===== config.mk =====
export PLATFORM = sky130hd
export DESIGN_NAME = mem_ctrl_flat
export DESIGN_NICKNAME = d
export VERILOG_FILES = /design/src/rtl/mem_ctrl_if.sv /design/src/rtl/mem_ctrl.sv /design/src/flat_wrapper.sv
export SDC_FILE = /design/constraint.sdc
export NUM_CORES = 1
export LEC_CHECK = 0
export BUFFER_PORTS_ARGS = -buffer_cell sky130_fd_sc_hd__buf_4
export CAP_MARGIN = 0
export CORE_MARGIN = 10
export CORE_UTILIZATION = 47
export CTS_CLUSTER_SIZE = 16
export DETAILED_ROUTE_END_ITERATION = 10
export PLACE_DENSITY = 0.76
export SLEW_MARGIN = 10
export SYNTH_ARGS = -nofsm -noshare
export SYNTH_HDL_FRONTEND = slang
export SYNTH_SLANG_ARGS = --single-unit

===== constraint.sdc =====
create_clock -name clk -period 4.44 [get_ports clk]
set_input_delay 0.666 -clock clk [delete_from_list [all_inputs] [get_ports clk]]
set_output_delay 0.666 -clock clk [all_outputs]
set_load 0.01 [all_outputs]

===== src/rtl/mem_ctrl_if.sv =====
// Request/response bus between the CPU memory stage (master) and the
// data-memory controller (slave).
interface mem_ctrl_if;
  logic        r_enable_i;
  logic        w_enable_i;
  logic [3:0]  w_mask_i;
  logic [31:0] w_data_i;
  logic [31:0] addr_i;
  logic [31:0] r_data_o;
  logic        busy_o;
  logic        done_o;

  modport master (
    output r_enable_i, w_enable_i, w_mask_i, w_data_i, addr_i,
    input  r_data_o, busy_o, done_o
  );

  modport slave (
    input  r_enable_i, w_enable_i, w_mask_i, w_data_i, addr_i,
    output r_data_o, busy_o, done_o
  );
endinterface


===== src/rtl/mem_ctrl.sv =====
// Data-memory controller: turns word load/store requests into byte
// transactions on an 8-bit synchronous external memory port.
// Reads take 4 address cycles plus one trailing capture cycle; writes take
// one cycle per enabled byte lane. A single DONE cycle pulses done_o.
module mem_ctrl #(
  parameter int ADDR_W = 17
) (
  input  logic              clk,
  input  logic              rst,
  mem_ctrl_if.slave         req,
  output logic [ADDR_W-1:0] mem_a_o,
  output logic [7:0]        mem_dout_o,
  output logic              mem_wr_o,
  input  logic [7:0]        mem_din_i
);

  typedef enum logic [1:0] {IDLE, READ, WRITE, DONE} state_t;

  state_t            state;
  logic [ADDR_W-3:0] base_hi;
  logic [3:0]        mask_q;
  logic [31:0]       wdata_q;
  logic [2:0]        idx;

  // Lowest set lane at or above 'from'; 4 means no lane left.
  function automatic logic [2:0] next_lane(input logic [3:0] mask, input logic [2:0] from);
    logic [2:0] r;
    r = 3'd4;
    for (int k = 3; k >= 0; k--) begin
      if (mask[k] && (3'(k) >= from)) r = 3'(k);
    end
    return r;
  endfunction

  // Byte of a word on the given lane.
  function automatic logic [7:0] lane_byte(input logic [31:0] w, input logic [1:0] lane);
    return w[{lane, 3'b000} +: 8];
  endfunction

  logic [2:0] first_lane;
  logic [2:0] nxt_lane;
  logic [1:0] cap_lane;

  assign first_lane = next_lane(req.w_mask_i, 3'd0);
  assign nxt_lane   = next_lane(mask_q, idx + 3'd1);
  // In READ, idx counts cycles 0..4; the byte arriving now belongs to the
  // address issued one cycle earlier (idx-1; idx=4 wraps to lane 3).
  assign cap_lane   = idx[1:0] - 2'd1;

  // Controller FSM with registered bus and memory-port outputs.
  always_ff @(posedge clk) begin
    if (rst) begin
      state        <= IDLE;
      req.busy_o   <= 1'b0;
      req.done_o   <= 1'b0;
      req.r_data_o <= '0;
      mem_wr_o     <= 1'b0;
      mem_a_o      <= '0;
      mem_dout_o   <= '0;
      idx          <= '0;
    end else begin
      case (state)
        IDLE: begin
          if (req.r_enable_i) begin
            base_hi    <= req.addr_i[ADDR_W-1:2];
            mem_a_o    <= {req.addr_i[ADDR_W-1:2], 2'b00};
            idx        <= 3'd0;
            req.busy_o <= 1'b1;
            state      <= READ;
          end else if (req.w_enable_i) begin
            base_hi <= req.addr_i[ADDR_W-1:2];
            mask_q  <= req.w_mask_i;
            wdata_q <= req.w_data_i;
            if (first_lane[2]) begin
              // Empty mask: complete without touching memory.
              req.done_o <= 1'b1;
              state      <= DONE;
            end else begin
              idx        <= first_lane;
              mem_a_o    <= {req.addr_i[ADDR_W-1:2], first_lane[1:0]};
              mem_dout_o <= lane_byte(req.w_data_i, first_lane[1:0]);
              mem_wr_o   <= 1'b1;
              req.busy_o <= 1'b1;
              state      <= WRITE;
            end
          end
        end

        READ: begin
          if (idx != 3'd0) req.r_data_o[{cap_lane, 3'b000} +: 8] <= mem_din_i;
          if (idx < 3'd3) mem_a_o <= {base_hi, idx[1:0] + 2'd1};
          if (idx == 3'd4) begin
            idx        <= 3'd0;
            req.busy_o <= 1'b0;
            req.done_o <= 1'b1;
            state      <= DONE;
          end else begin
            idx <= idx + 3'd1;
          end
        end

        WRITE: begin
          if (nxt_lane[2]) begin
            idx        <= 3'd0;
            mem_wr_o   <= 1'b0;
            req.busy_o <= 1'b0;
            req.done_o <= 1'b1;
            state      <= DONE;
          end else begin
            idx        <= nxt_lane;
            mem_a_o    <= {base_hi, nxt_lane[1:0]};
            mem_dout_o <= lane_byte(wdata_q, nxt_lane[1:0]);
          end
        end

        default: begin
          req.done_o <= 1'b0;
          state      <= IDLE;
        end
      endcase
    end
  end

endmodule


===== src/flat_wrapper.sv =====
// flat-port wrapper written by rule: the top's interface ports become plain ports
module mem_ctrl_flat 
#(
  parameter int ADDR_W = 17
)
  (clk, rst, mem_a_o, mem_dout_o, mem_wr_o, mem_din_i, req_r_enable_i, req_w_enable_i, req_w_mask_i, req_w_data_i, req_addr_i, req_r_data_o, req_busy_o, req_done_o);
  mem_ctrl_if req_i ();
  input  logic clk;
  input  logic rst;
  output logic [ADDR_W-1:0] mem_a_o;
  output logic [7:0] mem_dout_o;
  output logic mem_wr_o;
  input  logic [7:0] mem_din_i;
  input wire logic [$bits(req_i.r_enable_i)-1:0] req_r_enable_i;
  input wire logic [$bits(req_i.w_enable_i)-1:0] req_w_enable_i;
  input wire logic [$bits(req_i.w_mask_i)-1:0] req_w_mask_i;
  input wire logic [$bits(req_i.w_data_i)-1:0] req_w_data_i;
  input wire logic [$bits(req_i.addr_i)-1:0] req_addr_i;
  output wire logic [$bits(req_i.r_data_o)-1:0] req_r_data_o;
  output wire logic [$bits(req_i.busy_o)-1:0] req_busy_o;
  output wire logic [$bits(req_i.done_o)-1:0] req_done_o;
  assign req_i.r_enable_i = req_r_enable_i;
  assign req_i.w_enable_i = req_w_enable_i;
  assign req_i.w_mask_i = req_w_mask_i;
  assign req_i.w_data_i = req_w_data_i;
  assign req_i.addr_i = req_addr_i;
  assign req_r_data_o = req_i.r_data_o;
  assign req_busy_o = req_i.busy_o;
  assign req_done_o = req_i.done_o;
  mem_ctrl #(.ADDR_W(ADDR_W)) u_core (.clk(clk), .rst(rst), .req(req_i), .mem_a_o(mem_a_o), .mem_dout_o(mem_dout_o), .mem_wr_o(mem_wr_o), .mem_din_i(mem_din_i));
endmodule

# Yosys cells after proc, flatten, opt, wreduce, memory -nomap -nowiden
# Index checks and enable logic that the tools add are counted.
# word_totals
reg_bits	116
word_cells	106
# op_classes
addsub	4
magnitude_cmp	5
eq_ne	13
n_shift	4
n_mux	48
n_bitwise	2
reduce_logical	19
# ops
cell	count
$mux W17	5
$shiftx A32 B6 Y8	2
$pmux W17 S3	1
$mux W3	12
$bwmux W32	1
$mux W8	4
$shift A8 B7 Y32 const A	1
$shiftx A8 B7 Y32	1
$mux W15	2
$reduce_and A5 Y1	5
$pmux W8 S2	1
$mux W1	12
$mux W2	5
$pmux W3 S3	1
$reduce_and A3 Y1	3
$ne A2 B1 Y1 const B	4
$ne A2 B2 Y1 const B	4
$neg A5 Y7	1
$ge A1 B3 Y1 const A	2
$ge A2 B3 Y1 const A	2
$ne A3 B3 Y1 const B	2
$pmux W1 S3	2
$pmux W2 S3	1
$reduce_bool A3 Y1	2
14 further kinds	19

# Logic depth before layout (Yosys ltp)
# Gate-level depths: netlist (run 1).
# logic_depth
depth_word	10
ltp_mapped	9

# Least setup slack after synthesis (run 1)
# OpenSTA, ideal clock, no wires.
# synth_path
path_type	input port to flip-flop
startpoint	input rst
endpoint	register u_core.mask_q[0] (enable)
arrival_ns	3.711
path_slack_ns	0.247
cell_stages	3
path_buffers	2
cell_sequence	clkbuf_1 clkbuf_1 nor3b_1
# synth_via
elab_chain_len	2
# synth_rtl
element	line_no	source
start: declaration	flat_wrapper.sv:9	input logic rst;
$not A1 Y1 (no line)	-	
$reduce_and A4 Y1 (no line)	-	
end signal: assignment	mem_ctrl.sv:72	mask_q <= req.w_mask_i;
end: declaration	mem_ctrl.sv:21	logic [3:0] mask_q;
# Every way passes these cells.
# A chain may end at the register's enable or synchronous reset.

# Final worst setup path (run 1)
# layout_path
startpoint	register u_core.idx[1]
endpoint	register u_core.mem_dout_o[6]
# layout_via
elab_chain_len	10
word_cells_on_any_way	18
classes_between	1 x add/sub; 4 x order compare; 1 x eq/ne; 1 x shift; 6 x mux; 5 x reduce/logical
# layout_rtl
element	line_no	source
start: declaration	mem_ctrl.sv:23	logic [2:0] idx;
start signal: assignment	mem_ctrl.sv:79	idx <= first_lane;
start signal: assignment	mem_ctrl.sv:98	idx <= idx + 3'd1;
start signal: assignment	mem_ctrl.sv:110	idx <= nxt_lane;
$add A3 B1 Y3 (*)	mem_ctrl.sv:45	assign nxt_lane = next_lane(mask_q, idx + 3'd1);
$ge A2 B3 Y1	mem_ctrl.sv:30	if (mask[k] && (3'(k) >= from)) r = 3'(k);
$logic_and A1 B1 Y1	mem_ctrl.sv:30	
$mux W3 (3 in a row)	mem_ctrl.sv:30	
$mux W3 (*)	mem_ctrl.sv:30	
$shiftx A32 B6 Y8	mem_ctrl.sv:37	return w[{lane, 3'b000} +: 8];
$mux W8	mem_ctrl.sv:103	if (nxt_lane[2]) begin
$pmux W8 S2	mem_ctrl.sv:62	case (state)
end signal: assignment	mem_ctrl.sv:81	mem_dout_o <= lane_byte(req.w_data_i, first_lane[1:0]);
end signal: assignment	mem_ctrl.sv:112	mem_dout_o <= lane_byte(wdata_q, nxt_lane[1:0]);
end: declaration	mem_ctrl.sv:12	output logic [7:0] mem_dout_o,
# Mark *: on every way between the ends. The rest lies on a longest branch, timed or not. The select of a mux whose other input is x is not followed.

==> flow_metrics.tcl, run 1 <==
set metrics [dict create \
    status "completed" \
    cp_cell_sequence "inv_1, ha_1, nand2b_1, o22a_1, o21ai_2, a21oi_1, nor2_1, a32o_1" \
    start_util 0.487 \
    cts.repair.resized 0 \
    maxSlewHeadroom 0.391 \
    dieArea_um2 15400 \
    grt_use_total 0.177 \
    fin_crit_ns 3.13 \
    final_cell_mix "127 x buf_4, 65 x dfxtp_1, 56 x nor2_1" \
    syn_area_um2 5080 \
    critPathKind "flip-flop to flip-flop" \
    cpLargestDelayFamily "simple AND/OR/NAND/NOR gates" \
    p_leak_nw 2.59 \
    cts_buffers 17 \
    worstMarginPinSlew_ns 0.910 \
    cts.sink_count 116 \
    p_seq_frac 0.357 \
    io_pins 140 \
    mostFrequentLayoutCell "buf_4" \
    cp.arrival_ns 3.58 \
    syn_inst 471 \
    routed_wl_um 13900 \
    wl_per_cell_um 18.8 \
    internal-power_mw 2.60 \
    synth-async-reset-ratio 0 \
    holdBufCountCts 0 \
    nets 678 \
    rows 37 \
    clkTransAtPathRegs_ns 0.06 \
    vias_per_cell 5.72 \
    power_switching_mw 1.36 \
    finalHoldViolCount 0 \
    grt_max_degree 62 \
    critPathCaptureType "flip-flop" \
    hpwlAfterDp_um 9700 \
    antenna_found_initial 0 \
    dp_slack_ns 1.36 \
    ant_nets 0 \
    cp.required_ns 4.89 \
    postLayoutCellArea_um2 6630 \
    die_w_um 124 \
    power_density_nw_per_um2 598 \
    setup_ws_ns 1.31 \
    final.setup_skew_ns 0.00829 \
    synth_edf_count 51 \
    drt-initial-drc-count 341 \
    synth_seq_area_share 0.558 \
    combinationalPowerShare 0.328 \
    grt_pass1_wl_um 21400 \
    slew_viol_final 0 \
    dp_cells 705 \
    ir_drop_mv 0.357 \
    io_buffers 122 \
    yosys_warnings 0 \
    drive_gt1_frac 0.295 \
    cts_root_buf "clkbuf_8" \
    fin_cells 737 \
    cp_num_buf_inv 1 \
    syn_avg_cell_area_um2 10.8 \
    synthesis.nets 561 \
    core_um2 10400 \
    die_h_um 124 \
    antenna_cells 0 \
    cpPeakStageDelay_ns 0.63 \
    post_cts_buffers 0 \
    clock_path_buffers 2 \
    area_growth_pct 30.5 \
    insertion_delay_ns 0.51 \
    synth_seq_cells 116 \
    start_kind "flip-flop" \
    htreeDepth 4 \
    first_pass_iters 4 \
    max_freq_mhz 320 \
    rsz0062_at_grt "false" \
    drc 0 \
    max_cap_viol_count 0 \
    crit_fanout 16 \
    grt_overflow 0 \
    synth_cell_types 60 \
    finalCritPeriodShare 0.704 \
    place_congestion 0.805 \
    grt_pass1_vias 4163 \
    cts_tree "done" \
    finalSetupTns_ns 0 \
    synth_flop_cell "dfxtp_1" \
    hp-class "primary input to flip-flop" \
    vias 4214 \
    placed_cell_area_um2 6080 \
    clock_power_share 0.315 \
    finalSetupViolations 0 \
    cpMaxStageDelayCell "ha_1" \
    p_sw_frac 0.344 \
]
[stage by stage]
| step | power [mW] | util | hold slack [ns] |
|---|---|---|---|
| final | 3.96 | 0.636 | 0.338 |
| after global routing | 4.17 | 0.636 | 0.317 |
| after detailed placement | 2.73 | 0.584 | 0.454 |
| after global placement | 2.69 | 0.584 | 0.442 |
| after floorplan | 2.27 | - | 0.476 |
| after CTS | 3.99 | 0.636 | 0.321 |
[final cells by class]
type,count,area (um2)
Fill cell,839,3790
Clock inverter,15,133
Timing Repair Buffer,127,953
Inverter,11,41.3
Sequential cell,116,2830
Tap cell,136,170
Multi-Input combinational cell,315,2080
Clock buffer,17,414
[power by group through the flow]
stage	sequential [mW]	clock [mW]	combinational, mW
final	1.41	1.25	1.30
after global routing	1.43	1.31	1.42
after CTS	1.41	1.26	1.31
after detailed placement	1.43	0	1.30
after global placement	1.42	0	1.27
after floorplan	1.48	0	0.792
[sequential cells by signal, summed over array words and instances (netlist names)]
| name | cells |
|---|---|
| u_core.base_hi | 15 |
| u_core.idx | 3 |
| u_core.mask_q | 4 |
| u_core.mem_a_o | 17 |
| u_core.mem_dout_o | 8 |
| u_core.mem_wr_o | 1 |
| u_core.req.busy_o | 1 |
| u_core.req.done_o | 1 |
| u_core.req.r_data_o | 32 |
| u_core.state | 2 |
| u_core.wdata_q | 32 |
[Yosys cell counts, drive strengths merged, types with 9 or more instances]
| cell type | instances | area (um2) |
|---|---|---|
| mux2i | 17 | 170 |
| buf | 10 | 58.8 |
| nor4 | 11 | 75.1 |
| nand3 | 10 | 62.6 |
| inv | 10 | 37.5 |
| a21oi | 54 | 285 |
| dfxtp | 65 | 1300 |
| a211oi | 21 | 163 |
| nor3 | 19 | 111 |
| ha | 10 | 125 |
| nand2 | 27 | 111 |
| nor2 | 56 | 210 |
| clkbuf | 19 | 72.6 |
| nand2b | 13 | 81.3 |
| o21ai | 9 | 52.6 |
| edfxtp | 51 | 1530 |
| a22oi | 16 | 120 |
[layer usage]
metal	vias up	global-route usage	wire [um]
met5	-	0	0
met3	19	0.0538	1120
met1	2023	0.218	5750
li1	2014	-	-
met4	0	0.0612	175
met2	158	0.288	6830
[logic make-up after synthesis]
group | count (synthesis) | synth area share
AND/OR/NAND/NOR | 150 | 0.149
AO/OA/AOI/OAI | 136 | 0.193
flip-flops | 116 | 0.558
buffers and inverters | 40 | 0.0340
multiplexers | 18 | 0.0357
adder cells (fa/ha/maj) | 10 | 0.0246
XOR/XNOR | 1 | 0.00542
[worst paths after layout]
check | slack, ns | startpoint | end | cells after the start
min reg2reg | 0.46 | u_core.req.r_data_o[3]$_SDFFE_PP0P_ | u_core.req.r_data_o[3]$_SDFFE_PP0P_ | 2
min | 0.34 | req_w_data_i[31] | u_core.wdata_q[31]$_DFFE_PP_ | 1
max | 1.31 | u_core.idx[1]$_SDFFE_PP0P_ | u_core.mem_dout_o[6]$_SDFFE_PP0P_ | 8
max reg2reg | 1.31 | u_core.idx[1]$_SDFFE_PP0P_ | u_core.mem_dout_o[6]$_SDFFE_PP0P_ | 8
No activity file was read; power rests on OpenSTA's default activity.
==> run 2: changes to the inputs <==
CORE_UTILIZATION = 52   (was 47)
PLACE_DENSITY = 0.79   (was 0.76)
clock period = 3.19 ns   (was 4.44 ns; I/O delays follow)
==> run 2 against run 1 <==
Sequential power grew 39%; combinational power grew 43%; critical path type unchanged; flip-flop and latch count is the same; final cell count is the same.
==> flow_metrics.tcl, run 2 (synthesis results as in run 1) <==
set metrics [dict create \
    status "completed" \
    start_util 0.527 \
    drive_gt1_frac 0.290 \
    cts.sink_count 116 \
    dieArea_um2 14100 \
    grt_use_total 0.192 \
    core_um2 9640 \
    clock_path_buffers 2 \
    cts_root_buf "clkbuf_8" \
    finalCritPeriodShare 0.877 \
    worstMarginPinSlew_ns 0.852 \
    maxSlewHeadroom 0.431 \
    holdBufCountCts 0 \
    drt-initial-drc-count 339 \
    io_buffers 122 \
    power_density_nw_per_um2 845 \
    hpwlAfterDp_um 9600 \
    die_h_um 119 \
    io_pins 140 \
    slew_viol_final 0 \
    place_congestion 0.847 \
    final.setup_skew_ns 0.00509 \
    die_w_um 119 \
    post_cts_buffers 0 \
    first_pass_iters 5 \
    fillers 792 \
    cp.required_ns 3.65 \
    routed_wl_um 13900 \
    finalHoldViolCount 0 \
    max_cap_viol_count 0 \
    vias_per_cell 5.74 \
    finalSetupTns_ns 0 \
    cts.repair.resized 0 \
    start_kind "flip-flop" \
    insertion_delay_ns 0.52 \
    critPathLaunch "u_core.idx[1]$_SDFFE_PP0P_" \
    crit_fanout 11 \
    cts_buffers 17 \
    rsz0062_at_grt "false" \
    rows 36 \
    area_growth_pct 31.3 \
    wl_per_cell_um 18.8 \
    p_leak_nw 2.62 \
    fin_crit_ns 2.80 \
    htreeDepth 4 \
    multiInputGateArea_um2 2090 \
    drc 0 \
    clkTransAtPathRegs_ns 0.06 \
    nets 681 \
    antenna_found_initial 0 \
    critPathKind "flip-flop to flip-flop" \
    cp.arrival_ns 3.26 \
    postLayoutCellArea_um2 6670 \
    ir_drop_mv 0.553 \
    max_freq_mhz 357 \
    holdCritStartpoint "req_w_data_i[29]" \
    grt_pass1_vias 4291 \
    mostFrequentLayoutCell "buf_4" \
    grt_pass1_wl_um 22000 \
    r2r_start "u_core.idx[1]$_SDFFE_PP0P_" \
    grt_max_degree 62 \
    whs_ns 0.140 \
    placed_cell_area_um2 6100 \
    vias 4233 \
    hp-class "primary input to flip-flop" \
    critPathCaptureType "flip-flop" \
    cts_tree "done" \
    regArea_um2 2830 \
    largestRegisters "u_core.req.r_data_o (32), u_core.wdata_q (32), u_core.mem_a_o (17)" \
    ant_nets 0 \
    grt_overflow 0 \
    finalSetupViolations 0 \
    final_cell_mix "130 x buf_4, 65 x dfxtp_1, 56 x nor2_1" \
    antenna_cells 0 \
]
run 2: area by class of cell:
type,count,share of cell area
sequential,116,0.425
clock inverter,13,0.0210
tap,133,0.0250
clock buffer,19,0.0633
multi-input combinational,315,0.313
inverter,11,0.00619
timing repair buffer,130,0.146
run 2: worst paths after layout:
check                                                            to  slack [ns]  cells after the start
worst max-delay path              u_core.mem_dout_o[4]$_SDFFE_PP0P_        0.39                      8
worst min-delay path                   u_core.wdata_q[29]$_DFFE_PP_        0.14                      1
worst max register to register    u_core.mem_dout_o[4]$_SDFFE_PP0P_        0.39                      8
worst min register to register  u_core.req.r_data_o[6]$_SDFFE_PP0P_        0.45                      2
run 2: stage by stage:
stage | utilization | std cells | worst slack (ns) | power [mW]
floorplan | - | 471 | 0.302 | 3.16
global placement | 0.633 | 705 | 0.639 | 3.77
detailed placement | 0.633 | 705 | 0.490 | 3.83
CTS | 0.692 | 737 | 0.408 | 5.66
global route | 0.692 | 737 | 0.102 | 5.92
finish | 0.692 | 737 | 0.392 | 5.63
run 2: critical path, cell delays in order, from the launching register on:
cell	delay [ns]
dfxtp_1	0.43
inv_1	0.13
ha_1	0.31
nand2b_1	0.37
o22a_1	0.29
o21ai_2	0.11
a21oi_1	0.23
nor2b_1	0.60
a32o_1	0.27
run 2: where the power goes:
group / internal, mW / leakage [nW] / switching (mW) / total, mW
registers: 1.83 / 0.999 / 0.136 / 1.96
logic: 0.783 / 1.35 / 1.07 / 1.86
clock network: 1.17 / 0.271 / 0.644 / 1.81
run 2: metal layers:
layer / track usage / share of wire / wire length, um / vias to the layer above
li1: - / - / - / 2012
met1: 0.223 / 0.41 / 5710 / 2053
met2: 0.325 / 0.50 / 6980 / 148
met3: 0.0709 / 0.073 / 1010 / 20
met4: 0.0573 / 0.014 / 195 / 0
met5: 0 / 0 / 0 / -
